## src/rtl/elbeth_csr_host_port.sv

```systemverilog
// elbeth_csr_host_port - host initiator onto the CSR file access port, arbitrated against the pipeline
// Core path is a zero-latency mux; host path is a single queued access with a starvation guard.
module elbeth_csr_host_port #(
    parameter int STARVE_LIMIT = 16,
    parameter int CNT_W        = 5
) (
    input  logic        clk,
    input  logic        rst,
    input  logic        host_req_valid,
    output logic        host_req_ready,
    input  logic [1:0]  host_req_op,
    input  logic [11:0] host_req_addr,
    input  logic [31:0] host_req_wdata,
    output logic        host_resp_valid,
    input  logic        host_resp_ready,
    output logic [31:0] host_resp_rdata,
    output logic        host_resp_err,
    input  logic [2:0]  core_cmd,
    input  logic [11:0] core_addr,
    input  logic [31:0] core_wdata,
    input  logic        core_exception,
    input  logic        core_eret,
    output logic        core_stall,
    output logic [2:0]  csr_cmd,
    output logic [11:0] csr_addr,
    output logic [31:0] csr_wdata,
    input  logic [31:0] csr_rdata,
    input  logic        csr_illegal_access
);

    typedef enum logic [1:0] {S_IDLE, S_WAIT, S_RESP} state_t;

    localparam logic [CNT_W-1:0] CNT_LAST = CNT_W'(STARVE_LIMIT - 1);
    localparam logic [CNT_W-1:0] CNT_MAX  = '1;

    state_t      state_q, state_d;
    logic        req_ready_q, req_ready_d;
    logic        resp_valid_q, resp_valid_d;
    logic [31:0] resp_rdata_q, resp_rdata_d;
    logic        resp_err_q, resp_err_d;
    logic        stall_q, stall_d;
    logic [CNT_W-1:0] cnt_q, cnt_d;
    logic [1:0]  op_q, op_d;
    logic [11:0] addr_q, addr_d;
    logic [31:0] wdata_q, wdata_d;

    logic        grant;
    logic        ro_fault;
    logic [2:0]  host_cmd;

    always_ff @(posedge clk or posedge rst) begin
        if (rst) begin
            state_q      <= S_IDLE;
            req_ready_q  <= 1'b0;
            resp_valid_q <= 1'b0;
            resp_rdata_q <= '0;
            resp_err_q   <= 1'b0;
            stall_q      <= 1'b0;
            cnt_q        <= '0;
            op_q         <= '0;
            addr_q       <= '0;
            wdata_q      <= '0;
        end else begin
            state_q      <= state_d;
            req_ready_q  <= req_ready_d;
            resp_valid_q <= resp_valid_d;
            resp_rdata_q <= resp_rdata_d;
            resp_err_q   <= resp_err_d;
            stall_q      <= stall_d;
            cnt_q        <= cnt_d;
            op_q         <= op_d;
            addr_q       <= addr_d;
            wdata_q      <= wdata_d;
        end
    end

    // A stalled core has already yielded, so only exception/eret can still block the host.
    assign grant    = (state_q == S_WAIT) & ~core_exception & ~core_eret & (stall_q | ~core_cmd[2]);
    assign ro_fault = (op_q != 2'b00) & (addr_q[11:10] == 2'b11);
    assign host_cmd = ro_fault ? 3'b100 : {1'b1, op_q};

    always_comb begin
        state_d      = state_q;
        req_ready_d  = req_ready_q;
        resp_valid_d = resp_valid_q;
        resp_rdata_d = resp_rdata_q;
        resp_err_d   = resp_err_q;
        stall_d      = stall_q;
        cnt_d        = cnt_q;
        op_d         = op_q;
        addr_d       = addr_q;
        wdata_d      = wdata_q;
        case (state_q)
            S_IDLE: begin
                req_ready_d = 1'b1;
                if (host_req_valid && req_ready_q) begin
                    op_d        = host_req_op;
                    addr_d      = host_req_addr;
                    wdata_d     = host_req_wdata;
                    req_ready_d = 1'b0;
                    cnt_d       = '0;
                    state_d     = S_WAIT;
                end
            end
            S_WAIT: begin
                if (grant) begin
                    resp_rdata_d = csr_rdata;
                    resp_err_d   = csr_illegal_access | ro_fault;
                    resp_valid_d = 1'b1;
                    stall_d      = 1'b0;
                    cnt_d        = '0;
                    state_d      = S_RESP;
                end else begin
                    if (cnt_q != CNT_MAX) begin
                        cnt_d = cnt_q + 1'b1;
                    end
                    if (cnt_q == CNT_LAST) begin
                        stall_d = 1'b1;
                    end
                end
            end
            S_RESP: begin
                if (host_resp_ready) begin
                    resp_valid_d = 1'b0;
                    req_ready_d  = 1'b1;
                    state_d      = S_IDLE;
                end
            end
            default: state_d = S_IDLE;
        endcase
    end

    always_comb begin
        csr_cmd   = core_cmd;
        csr_addr  = core_addr;
        csr_wdata = core_wdata;
        if (grant) begin
            csr_cmd   = host_cmd;
            csr_addr  = addr_q;
            csr_wdata = wdata_q;
        end else if (stall_q) begin
            csr_cmd = 3'b000;
        end
    end

    assign host_req_ready  = req_ready_q;
    assign host_resp_valid = resp_valid_q;
    assign host_resp_rdata = resp_rdata_q;
    assign host_resp_err   = resp_err_q;
    assign core_stall      = stall_q;

endmodule

```

## config.mk

```make
export PLATFORM = sky130hd
export DESIGN_NAME = elbeth_csr_host_port
export DESIGN_NICKNAME = d
export VERILOG_FILES = /design/src/rtl/elbeth_csr_host_port.sv
export SDC_FILE = /design/constraint.sdc
export NUM_CORES = 1
export LEC_CHECK = 0
export ABC_AREA = 1
export CAP_MARGIN = 30
export CORE_UTILIZATION = 36
export CTS_CLUSTER_SIZE = 20
export DETAILED_ROUTE_END_ITERATION = 16
export PLACE_DENSITY_LB_ADDON = 0.12
export SKIP_LAST_GASP = 1
export SLEW_MARGIN = 20
export SYNTH_ARGS = -nofsm -noshare
export SYNTH_HDL_FRONTEND = slang
export SYNTH_SLANG_ARGS = --single-unit
```

## constraint.sdc

```tcl
create_clock -name clk -period 3.35 [get_ports clk]
set_clock_uncertainty 0.2 [all_clocks]
set_input_delay 1.005 -clock clk [delete_from_list [all_inputs] [get_ports clk]]
set_output_delay 1.005 -clock clk [all_outputs]
set_load 0.01 [all_outputs]
```

# Word level (Yosys, flattened, before mapping)
# Cells that the tools add are included.
[word_totals]
in_bits = 132
register_bits = 89
out_inout_bits = 83
word_cells = 64
[op_classes]
n_reduce_logical = 14
n_addsub = 1
bitwise = 9
muxes = 21
eq_ne = 9
[op_table]
columns = ["operator", "count"]
rows = [
  ["$mux W32", 1],
  ["$mux W5", 3],
  ["$mux W12", 1],
  ["$pmux W5 S2", 1],
  ["$reduce_bool A2 Y1", 5],
  ["$reduce_and A3 Y1", 3],
  ["$mux W2", 4],
  ["$reduce_and A2 Y1", 4],
  ["$mux W1", 6],
  ["$mux W3", 2],
  ["$ne A2 B2 Y1 const B", 3],
  ["$pmux W2 S3", 1],
  ["$add A5 B1 Y5 const B", 1],
  ["$eq A5 B4 Y1 const B", 1],
  ["$ne A5 B5 Y1 const B", 1],
  ["$and A1 B1 Y1", 4],
  ["$eq A2 B2 Y1 const B", 2],
  ["$pmux W1 S2", 2],
  ["$ne A3 B2 Y1 const B", 1],
  ["$not A1 Y1", 3],
  ["$eq A2 B1 Y1 const B", 1],
  ["$logic_not A2 Y1", 1],
  ["$or A1 B1 Y1", 2],
  ["$logic_and A1 B1 Y1", 1],
]

# Longest topological paths before layout
[logic_depth]
word_depth = 6
depth_mapped = 8
ltp_nobuf = 8

# Worst setup path after synthesis
# OpenSTA, ideal clock, no wires.
[synth_path]
path_type = "input-to-output"
startpoint = "in core_eret"
endpoint = "out csr_wdata[0]"
setup_slack_ns = 0.326
arrival_ns = 1.819
required_ns = 2.145
n_path_buf = 1
path_stages = 4
path_cell_list = "nor2_2 -> nand3_4 -> clkbuf_1 -> o21ai_0"
[synth_via]
elab_chain_len = 4
[synth_rtl]
columns = ["item", "line", "source"]
rows = [
  ["start: declaration", "22", "input logic core_eret,"],
  ["$not A1 Y1", "78", "assign grant = (state_q == S_WAIT) & ~core_exception & ~core_eret & (stall_q | ~core_cmd[2]);"],
  ["$and A1 B1 Y1 (2 in series)", "78", ""],
  ["$mux W32", "137", "if (grant) begin"],
  ["end: declaration", "26", "output logic [31:0] csr_wdata,"],
]
# No other way between the ends.

# Worst setup path after layout
[layout_path]
startpoint = "in core_eret"
endpoint = "out csr_wdata[20]"
# Same word-level chain as after synthesis.

==> run_results.csv <==
group,metric,value,unit
final_layout,nNetsFinal,899,
worst_hold_path,worst_hold_path_type,"reg2reg",
yosys,synthesized_area_fraction_occupied_by_ao_oa_aoi_and_oai_cells,10.62,%
place,place.gp.congestion,0.7822,
power_and_ir_drop,netSwitchingFraction,34.25,%
worst_setup_path,path_delay_family,"buffers and inverters",
clocking,root_buffer,"clkbuf_16",
worst_setup_path,cp_slowest_cell,"bufbuf_16",
routing,via_count,4157,
worst_setup_path,critical_path.startpoint_type,"primary input",
yosys,synth_simple_gate_area_share,24.69,%
final_layout,final-instance-count-excl-fill,908,
sta,max_slew_margin,70.31,%
yosys,syn_nets,661,
sta,timing.final.setup_violations,0,
clocking,clk_path_buf_depth,2,
sta,min_period_over_period,99.64,%
sta,fin_tns_setup,0,ns
yosys,synth.area.top_cells,"dfrtp_1, nand2_1, o21ai_0",
clocking,holdBufCountCts,0,
routing,wire_per_inst,13.55,um
global_routing,first_pass_grt_wire_length,18670,um
global_routing,maximum_number_of_pins_on_one_net_before_global_route_repair,64,
yosys,synth_area_leader_cell,"dfrtp_1",
yosys,main_combinational_cell_family_by_area_after_synthesis,"simple AND/OR/NAND/NOR gates",
yosys,yosysSeqAreaShare,53.39,%
power_and_ir_drop,power_report.internal_total,3.023,mW
sta,worstMarginPinSlew,0.4454,ns
yosys,leading_cell_types_by_count_after_synthesis,"nand2_1, dfrtp_1, inv_1",
worst_setup_path,crit_fanout,4,
sta,report.final.hold_viol_count,0,
worst_setup_path,cp.buffers_inverters,4,
yosys,postSynth.asyncResetShare,100.0,%
worst_hold_path,hold_path_end,"host_resp_rdata[25]",
place,placed_cells_incl_taps,873,
worst_setup_path,timing.critical_path.mode_cell,"buf_2",
worst_setup_path,cp_slowest_stage_delay,0.28,ns
worst_hold_path,hold_depth,2,
power_and_ir_drop,total_power,4.597,mW
sta,setup_repair_after_global_routing_missed_its_margin,"yes",
worst_hold_path,min-delay-start,"host_resp_rdata[25]",
power_and_ir_drop,combinationalPowerShare,41.5,%
sta,max_freq,299.6,MHz
clocking,cts-buffers-inserted,9,
worst_setup_path,critPathCaptureType,"output pin",
worst_setup_path,arrival_time_reported_for_the_critical_path_endpoint,2.13,ns
yosys,synth_cells,526,
yosys,post_synth_xor_area_fraction,0.2100,%
clocking,cts_tree,"built",
worst_setup_path,critPathKind,"in2out",
yosys,post_synth_fa_ha_maj_area_fraction,0.8998,%
floorplan,floorplan.core_area,11080,um^2
routing,remaining_drc_errors,0,
yosys,synth-edff-count,0,
power_and_ir_drop,seq_power_share,38.9,%
routing,drt_pre_antenna_iters,5,
global_routing,groute.usage.overall,20.28,%
yosys,synth.avg_cell_area,7.931,um^2
floorplan,die_boundary_height,109.6,um
place,hpwlAfterDp,8786,um
floorplan,die_area,12020,um^2
yosys,synth_top_area_share,53.39,%
clocking,clk_pin_slew,0.06,ns
floorplan,core.rowCount,38,
sta,whs,0.2753,ns
worst_setup_path,regToRegEndpoint,"host_resp_err",
worst_setup_path,internal_reg_to_reg_setup_slack,1.50,ns
routing,wirelength,12300,um
sta,post-route-min-period,3.338,ns
final_layout,layout-drive-gt1-share,15.76,%
yosys,yosys_register_bits,89,
power_and_ir_drop,irDropWorstVdd,357.8,uV
place,port_buffers,214,
yosys,synthMuxAreaShare,0,%
global_routing,grt_antenna_before_repair,0,
clocking,clk_latency,0.33,ns
floorplan,start_util,37.66,%
worst_setup_path,reg2reg_from,"state_q[1]",
power_and_ir_drop,total_leakage_power,3.559,nW
run_status,outcome,"finished, final reports clean",
yosys,synth_flop_type,"dfrtp_1",
clocking,tritoncts_num_sinks,89,
yosys,post_synth_instance_area,4172,um^2
routing,initialDrtViolationCount,169,
yosys,synth-warning-count,0,
job,cap_viol_max_count,0,
floorplan,floorplan.io_pins,215,
power_and_ir_drop,power_per_cell_area,666.0,nW/um^2
place,dpl_worst_slack,-0.6556,ns
worst_setup_path,worstRegToRegCells,9,
global_routing,grt_overflow_total,0,
worst_setup_path,worstPathCellList,"buf_2 > nor2_4 > nand3_4 > bufbuf_16 > buf_4 > nand2_1 > o21ai_2 > buf_2",
worst_setup_path,critical_path_required,2.14,ns
yosys,most_instantiated_library_cell_after_synthesis,"nand2_1",
final_layout,diodes,0,
sta,final_max_tran_viols,0,
yosys,post_synth_num_cell_types,24,
floorplan,die_wd,109.6,um
clocking,ctsHtreeMaxLevel,3,
routing,route.antenna.remaining_nets,0,
sta,finalWorstSetupSlack,0.01217,ns
final_layout,synthToLayoutAreaGrowth,65.48,%
global_routing,first_global_vias,4027,
final_layout,num-fill-cells,993,
routing,vias_per_cell,4.578,
power_and_ir_drop,p_clk_share,19.6,%
power_and_ir_drop,power_dissipated_by_switching_net_loads,1.574,mW
-- cell type report --
type	instances	area, um^2	share of cell area, %
Tap cell	140	175.2	2.538
Timing Repair Buffer	253	2417	35.02
Clock buffer	11	242.7	3.516
Inverter	59	227.7	3.299
Clock inverter	4	20.02	0.2900
Sequential cell	89	2227	32.26
Multi-Input combinational cell	352	1593	23.07
-- worst register-to-register path: stages, from the launching register on --
cell	delay (ns)
dfrtp_1	0.41
inv_1	0.10
nand2_2	0.09
inv_2	0.14
nand3_4	0.12
bufbuf_16	0.28
buf_4	0.14
buf_4	0.13
nand2_1	0.05
o21ai_0	0.07
-- kinds of logic (layout without fill, tap and decap cells) --
logic type | after synthesis | in the layout
AO/OA/AOI/OAI | 85 | 85
XOR/XNOR | 1 | 1
adder cells (fa/ha/maj) | 3 | 3
buffers and inverters | 86 | 327
flip-flops | 89 | 89
AND/OR/NAND/NOR | 262 | 263
-- timing repair --
action | 4_1_cts | 5_1_grt
endpoints found under the setup margin | 47 | 27
gates cloned | 4 | 2
pin swaps | 5 | 2
resized for setup | 179 | 39
setup buffers | 9 | 6
-- placed cells by master (no fill, tap or decap), types with 6 or more instances in the layout --
cell type / n
buf_2: 31
nand4_1: 6
dfrtp_1: 89
clkbuf_2: 12
o21ai_0: 43
a21oi_1: 30
buf_12: 7
buf_4: 25
clkdlybuf4s50_1: 164
clkbuf_16: 11
o21ai_2: 6
nand2_1: 209
inv_1: 56
nor2_1: 33
nand2_2: 6
-- flip-flops by register name (all words and copies together) (netlist names) --
| name | cells |
|---|---|
| host_resp_valid | 1 |
| host_req_ready | 1 |
| cnt_q | 5 |
| host_resp_rdata | 32 |
| wdata_q | 32 |
| host_resp_err | 1 |
| op_q | 2 |
| state_q | 2 |
| core_stall | 1 |
| addr_q | 12 |
-- power groups by stage --
stage	Combinational, mW	Clock, mW	Sequential (mW)
after global placement	1.84	0	1.78
after detailed placement	1.89	0	1.79
final	1.91	0.903	1.79
after CTS	1.91	0.924	1.79
after global routing	2.12	0.969	1.85
after floorplan	0.852	0	1.85
-- per-stage QoR --
| step | area, um^2 | util, % |
|---|---|---|
| after floorplan | 4175 | - |
| after global placement | 6501 | 58.69 |
| after detailed placement | 6501 | 58.69 |
| after CTS | 6858 | 61.90 |
| after global routing | 6903 | 62.31 |
| final | 6903 | 62.31 |
-- per-layer routing --
metal	GRT usage (%)	vias to the layer above	wire, um
li1	-	2094	-
met1	23.63	1886	5090
met2	36.21	159	6021
met3	4.801	18	981
met4	7.333	0	210
met5	0	-	0
-- worst max path at each step --
stage / start / end / slack (ns) / cells after the start
2_1_floorplan: core_eret / csr_wdata[0] / 0.33 / 4
3_3_place_gp: core_cmd[2] / csr_wdata[11] / -0.63 / 7
3_5_place_dp: core_cmd[2] / csr_wdata[11] / -0.66 / 7
4_1_cts: core_exception / csr_wdata[6] / 0.002 / 6
5_1_grt: core_eret / csr_wdata[19] / -0.07 / 7
6_report: core_eret / csr_wdata[20] / 0.01 / 8
No activity file was read; power rests on OpenSTA's default activity.
==> variant 1: new RTL, same flow settings <==
Take the reset off `wdata_q` and load it in a clocked block of its own.
--- a/src/rtl/elbeth_csr_host_port.sv
+++ b/src/rtl/elbeth_csr_host_port.sv
@@ -59,7 +59,6 @@
             cnt_q        <= '0;
             op_q         <= '0;
             addr_q       <= '0;
-            wdata_q      <= '0;
         end else begin
             state_q      <= state_d;
             req_ready_q  <= req_ready_d;
@@ -70,8 +69,11 @@
             cnt_q        <= cnt_d;
             op_q         <= op_d;
             addr_q       <= addr_d;
-            wdata_q      <= wdata_d;
         end
+    end
+
+    always_ff @(posedge clk) begin
+        wdata_q <= wdata_d;
     end
 
     // A stalled core has already yielded, so only exception/eret can still block the host.
Check against the original RTL: same outputs for any inputs over 10 cycles, from zero or initial values and one cycle with rst high; that may be too few to reach the edited logic, so the function may still have changed.
==> variant 1 against the unedited design <==
Synthesized area fell by 7.3%; clock power shrank 4.1%; wire length down 4.1%; non-clock buffer count down 12; cell area shrank 2.1%; fmax grew 1.4%; sequential cell count unchanged; worst setup slack better by 0.046 ns; critical path depth is the same; total power fell by 7.2%.
==> variant 1: results (changes against the unedited design) <==
The flow ran to the end, and the final reports show no timing, DRC or antenna violations. The number of distinct library cells after synthesis came to 21 (-13%). The largest driver fanout on the critical path came out at 6 (+2). The maximum ir drop on the vdd rail is 0.000318 V (-11%). The first-pass GRT wire length came out at 18,100 um (-3.0%). The CTS clock-pin slew for the worst setup and hold paths is 0.10 ns (+0.04 ns). The placed wire-length estimate after detailed placement is 8090 um (-8.0%).

The pin count of the biggest net entering global routing is 60 (-6.3%). The filler cell count came to 858 (-14%). The net count after synthesis came out at 574 (-13%). The fraction of final layout cells sized beyond drive strength 1 came to 17.3% (+1.5 points). The number of vias per cell came out at 4.61 (+0.62%). The aggregate global-route resource usage came to 20.9% (+0.67 points). The number of enable flip-flop cells after synthesis was 32 (+32). The master cell of the clock root buffer is sky130_fd_sc_hd__clkbuf_8. The sequential share of the synthesized area is 61.8% (+8.4 points). The tightest min-delay check is of the reg2reg type. The final routed wire length divided by cell count is 14.5 um (+7.1%). By area the synthesized netlist is led by sky130_fd_sc_hd__dfrtp_1 37%, sky130_fd_sc_hd__edfxtp_1 25%, sky130_fd_sc_hd__nand2_1 24%. The arrival time of data at the critical path endpoint is 2.09 ns (-0.04 ns).

The count of TritonRoute iterations in the first routing pass came out at 4 (-1). The area of combinational cells with multiple inputs was 1330 um^2 (-17%). The proportion of register bits with asynchronous set or reset after synthesis came out at 64.0% (-36 points). The number of placed instances, taps included came to 782 (-10%).

The number of antenna diodes came out at 0 (unchanged). The area of placed instances was 6220 um^2 (-4.3%). The routability congestion estimate from global placement is 0.781 (-0.22%). The setup slack after placement is -0.647 ns (+0.00838 ns). The clock latency on the worst-skew pair came out at 0.35 ns (+0.02 ns). The number of buffers inserted during clock tree synthesis is 9 (unchanged).

The maximum level of the CTS H-tree came to 3 (unchanged). The maximum clock insertion buffer count is 2 (unchanged). The worst max-slew margin expressed relative to the limit came out at 65.1% (-5.2 points).

The starting DRC count in detailed routing was 186 (+10%). The leakage power of the design is 3.16 nW (-11%). The number of global-route vias before repair came out at 3,670 (-8.9%). The filler-free cell count of the finished design is 813 (-10%). The gate count of the mapped netlist came out at 439 (-17%). The number of warnings reported in the yosys synthesis log came to 0 (unchanged). The number of input and output port buffers inserted came to 214 (unchanged). The number of antenna violations at the first check in global routing came to 0 (unchanged). In the synthesized netlist, the cells that appear most often are 247 x sky130_fd_sc_hd__nand2_1, 57 x sky130_fd_sc_hd__dfrtp_1, 32 x sky130_fd_sc_hd__edfxtp_1.
variant 1: cell types whose count changed in the layout (fill, tap and decap cells not counted), sizes merged, moves of 11 or more:
| cell | before | now |
|---|---|---|
| a21oi | 31 | 4 |
| nor2 | 34 | 4 |
| dfrtp | 89 | 57 |
| clkdlybuf4s15 | 6 | 21 |
| nand2 | 216 | 247 |
| inv | 58 | 31 |
| edfxtp | 0 | 32 |
| o21ai | 53 | 29 |
| buf | 67 | 50 |
| clkbuf | 25 | 14 |
variant 1: cell families (layout without fill, tap and decap cells):
| group | Yosys count | count (layout) | synth area share, % |
|---|---|---|---|
| AND/OR/NAND/NOR | 262 | 262 | 26.2 |
| flip-flops | 89 | 89 | 61.8 |
| buffers and inverters | 48 | 286 | 5.86 |
| AO/OA/AOI/OAI | 36 | 36 | 4.95 |
| adder cells (fa/ha/maj) | 3 | 3 | 0.971 |
| XOR/XNOR | 1 | 1 | 0.227 |
variant 1: timing repair:
action	in CTS	in global routing
setup buffers	7	0
pin swaps	3	3
endpoints found under the setup margin	47	47
cloned	5	3
resized for setup	205	17
variant 1: area by class of cell:
type / instances / area share (%)
clock buffer: 10 / 2.20
clock inverter: 6 / 1.37
inverter: 29 / 1.68
multi-input combinational: 302 / 19.6
sequential: 89 / 35.3
tap: 136 / 2.52
timing repair buffer: 241 / 37.3
variant 1: per-layer routing:
layer / vias up / global-route usage, % / routed length (um)
met4: 0 / 6.45 / 171
met1: 1752 / 25.0 / 4720
met2: 137 / 38.2 / 6200
met3: 11 / 3.77 / 706
met5: - / 0 / 0
li1: 1845 / - / -
variant 1: critical path, cell delays in order:
cell and delay, ns:
sky130_fd_sc_hd__clkdlybuf4s15_1 0.17, sky130_fd_sc_hd__nand2_2 0.09, sky130_fd_sc_hd__nand3_4 0.12, sky130_fd_sc_hd__buf_8 0.16, sky130_fd_sc_hd__buf_12 0.13, sky130_fd_sc_hd__clkbuf_16 0.16
sky130_fd_sc_hd__o21ai_2 0.10, sky130_fd_sc_hd__buf_2 0.14
variant 1: worst paths after layout:
path                       cells after the start                            start                              end  slack, ns
setup / recovery                               8                      core_cmd[2]                      csr_addr[9]       0.06
hold / removal                                 2  host_resp_rdata[14]$_DFFE_PP0P_  host_resp_rdata[14]$_DFFE_PP0P_       0.29
setup reg to reg                               8           core_stall$_DFFE_PP0P_           core_stall$_DFFE_PP0P_       1.62
hold reg to reg                                2  host_resp_rdata[14]$_DFFE_PP0P_  host_resp_rdata[14]$_DFFE_PP0P_       0.29
max in group asynchronous                      3                              rst           addr_q[11]$_DFFE_PP0P_       1.56
min in group asynchronous                      2                              rst  host_resp_rdata[19]$_DFFE_PP0P_       0.81
variant 1: where the power goes:
part	internal (mW)	switching, mW
registers	1.52	0.174
logic	0.888	0.821
clock network	0.473	0.393
total	2.88	1.39
==> variant 2: new RTL, same settings <==
Made on the original files. `CNT_W`: 5 -> 7.
--- a/src/rtl/elbeth_csr_host_port.sv
+++ b/src/rtl/elbeth_csr_host_port.sv
@@ -2,7 +2,7 @@
 // Core path is a zero-latency mux; host path is a single queued access with a starvation guard.
 module elbeth_csr_host_port #(
     parameter int STARVE_LIMIT = 16,
-    parameter int CNT_W        = 5
+    parameter int CNT_W        = 7
 ) (
     input  logic        clk,
     input  logic        rst,
Behaviour: no difference found for any inputs over 10 cycles, from zero or initial values and one cycle with rst high; that may be too few to reach the edited logic, so the function may still have changed.
==> variant 2 against the unedited design <==
Critical path depth decreased by 1; synthesized area up 1.4%; wire length grew 2.8%; sequential share of layout area is 0.80 points higher; total power up 4.0%; die area is 1.4% higher; sequential cell count up 2; cell area shrank 0.24%; worst setup slack improved by 0.046 ns; critical path type unchanged; largest power group unchanged.
==> variant 2: results (changes against the unedited design) <==
The gate count of the mapped netlist is 552 (+4.9%). The first-pass GRT wire length was 21,000 um (+12%). The actual transition at the worst max-transition pin was 0.687 ns (+0.241 ns). Among all stages on the critical path, the largest delay is contributed by sky130_fd_sc_hd__dlygate4sd1_1.

The area of the mapped netlist came to 4230 um^2 (+1.4%). The clock network area share came out at 4.45% (+0.64 points). The pin count of the biggest net entering global routing is 54 (-16%). The share of the final layout cell area in sequential cells is 33.1% (+0.80 points). The setup slack after placement is -0.759 ns (-0.104 ns). The area of combinational cells with multiple inputs is 1590 um^2 (about the same). The length in cells of the worst reg-to-reg path came out at 12 (+3). The final routed wire length divided by cell count came to 13.7 um (+1.2%). The worst-case register-to-register setup slack came out at 1.17 ns (-0.33 ns). The combinational share of power came out at 40.1% (-1.4 points). The aggregate global-route resource usage came to 21.3% (+1.0 points).

The endpoint with the worst hold slack is host_resp_rdata[14]$_DFFE_PP0P_. The flow ran to the end, and the final reports show no timing, DRC or antenna violations. The count of plain and timing-repair buffers came out at 239 (-5.5%). The maximum ir drop on the vdd rail is 0.000341 V (-4.8%). The sequential share of the synthesized area is 53.8% (+0.42 points). The layout sequential cell count came out at 91 (+2.2%).

The commonest cells after synthesis are 216 x sky130_fd_sc_hd__nand2_1, 91 x sky130_fd_sc_hd__dfrtp_1, 63 x sky130_fd_sc_hd__inv_1. The filler-free cell count of the finished design was 923 (+1.7%). Sorting the synthesized cells by area gives the leading types as sky130_fd_sc_hd__dfrtp_1 54%, sky130_fd_sc_hd__nand2_1 19%, sky130_fd_sc_hd__o21ai_0 6.2%. The sequential cell power is 1.83 mW (+2%). The destination of the critical timing path is csr_wdata[8]. The arrival time of data at the critical path endpoint came to 2.09 ns (-0.04 ns). The fraction of final layout cells sized beyond drive strength 1 came out at 12.2% (-3.6 points). The area of placed instances is 6540 um^2 (+0.54%). The sequential cell area is 2280 um^2 (+2.2%).

The count of inverters other than clock inverters in the layout came out at 66 (+12%). The upper clock frequency limit was 304 MHz (+1.4%). The routability congestion estimate from global placement came to 0.801 (+2.4%).

The leakage power of the design is 3.57 nW (+0.21%).
-- variant 2: cell types whose count changed in the layout (fill, tap and decap cells not counted), sizes merged, moves of 2 or more --
cell    before  now
clkinv       4    2
nor2        34   41
dfrtp       89   91
inv         58   64
nand3        6   13
ha           3    1
a21oi       31   34
clkbuf      25   13
nand4        6    4
buf         67   64
-- variant 2: routing by layer --
metal  vias to the layer above  share of wire [%]  GRT usage, %
met1                      1967                 44          26.8
met5                         -                  0             0
met4                         0                2.0          7.91
met3                        18                6.4          4.77
li1                       2140                  -             -
met2                       156                 48          35.7
-- variant 2: cell families after synthesis --
family	after synthesis	synth area share [%]
and+or+nand+nor	278	25.8
buffers and inverters	93	9.46
DFF	91	53.8
AOI/OAI and AO/OA	89	10.6
adders and majority gates	1	0.296
-- variant 2: repair_timing --
item / in CTS / in global routing
resized for setup: 223 / 9
setup buffers: 11 / 1
hold buffers: 0 / 0
pin swaps: 3 / 3
setup endpoints to repair: 47 / 22
gates cloned: 3 / 0
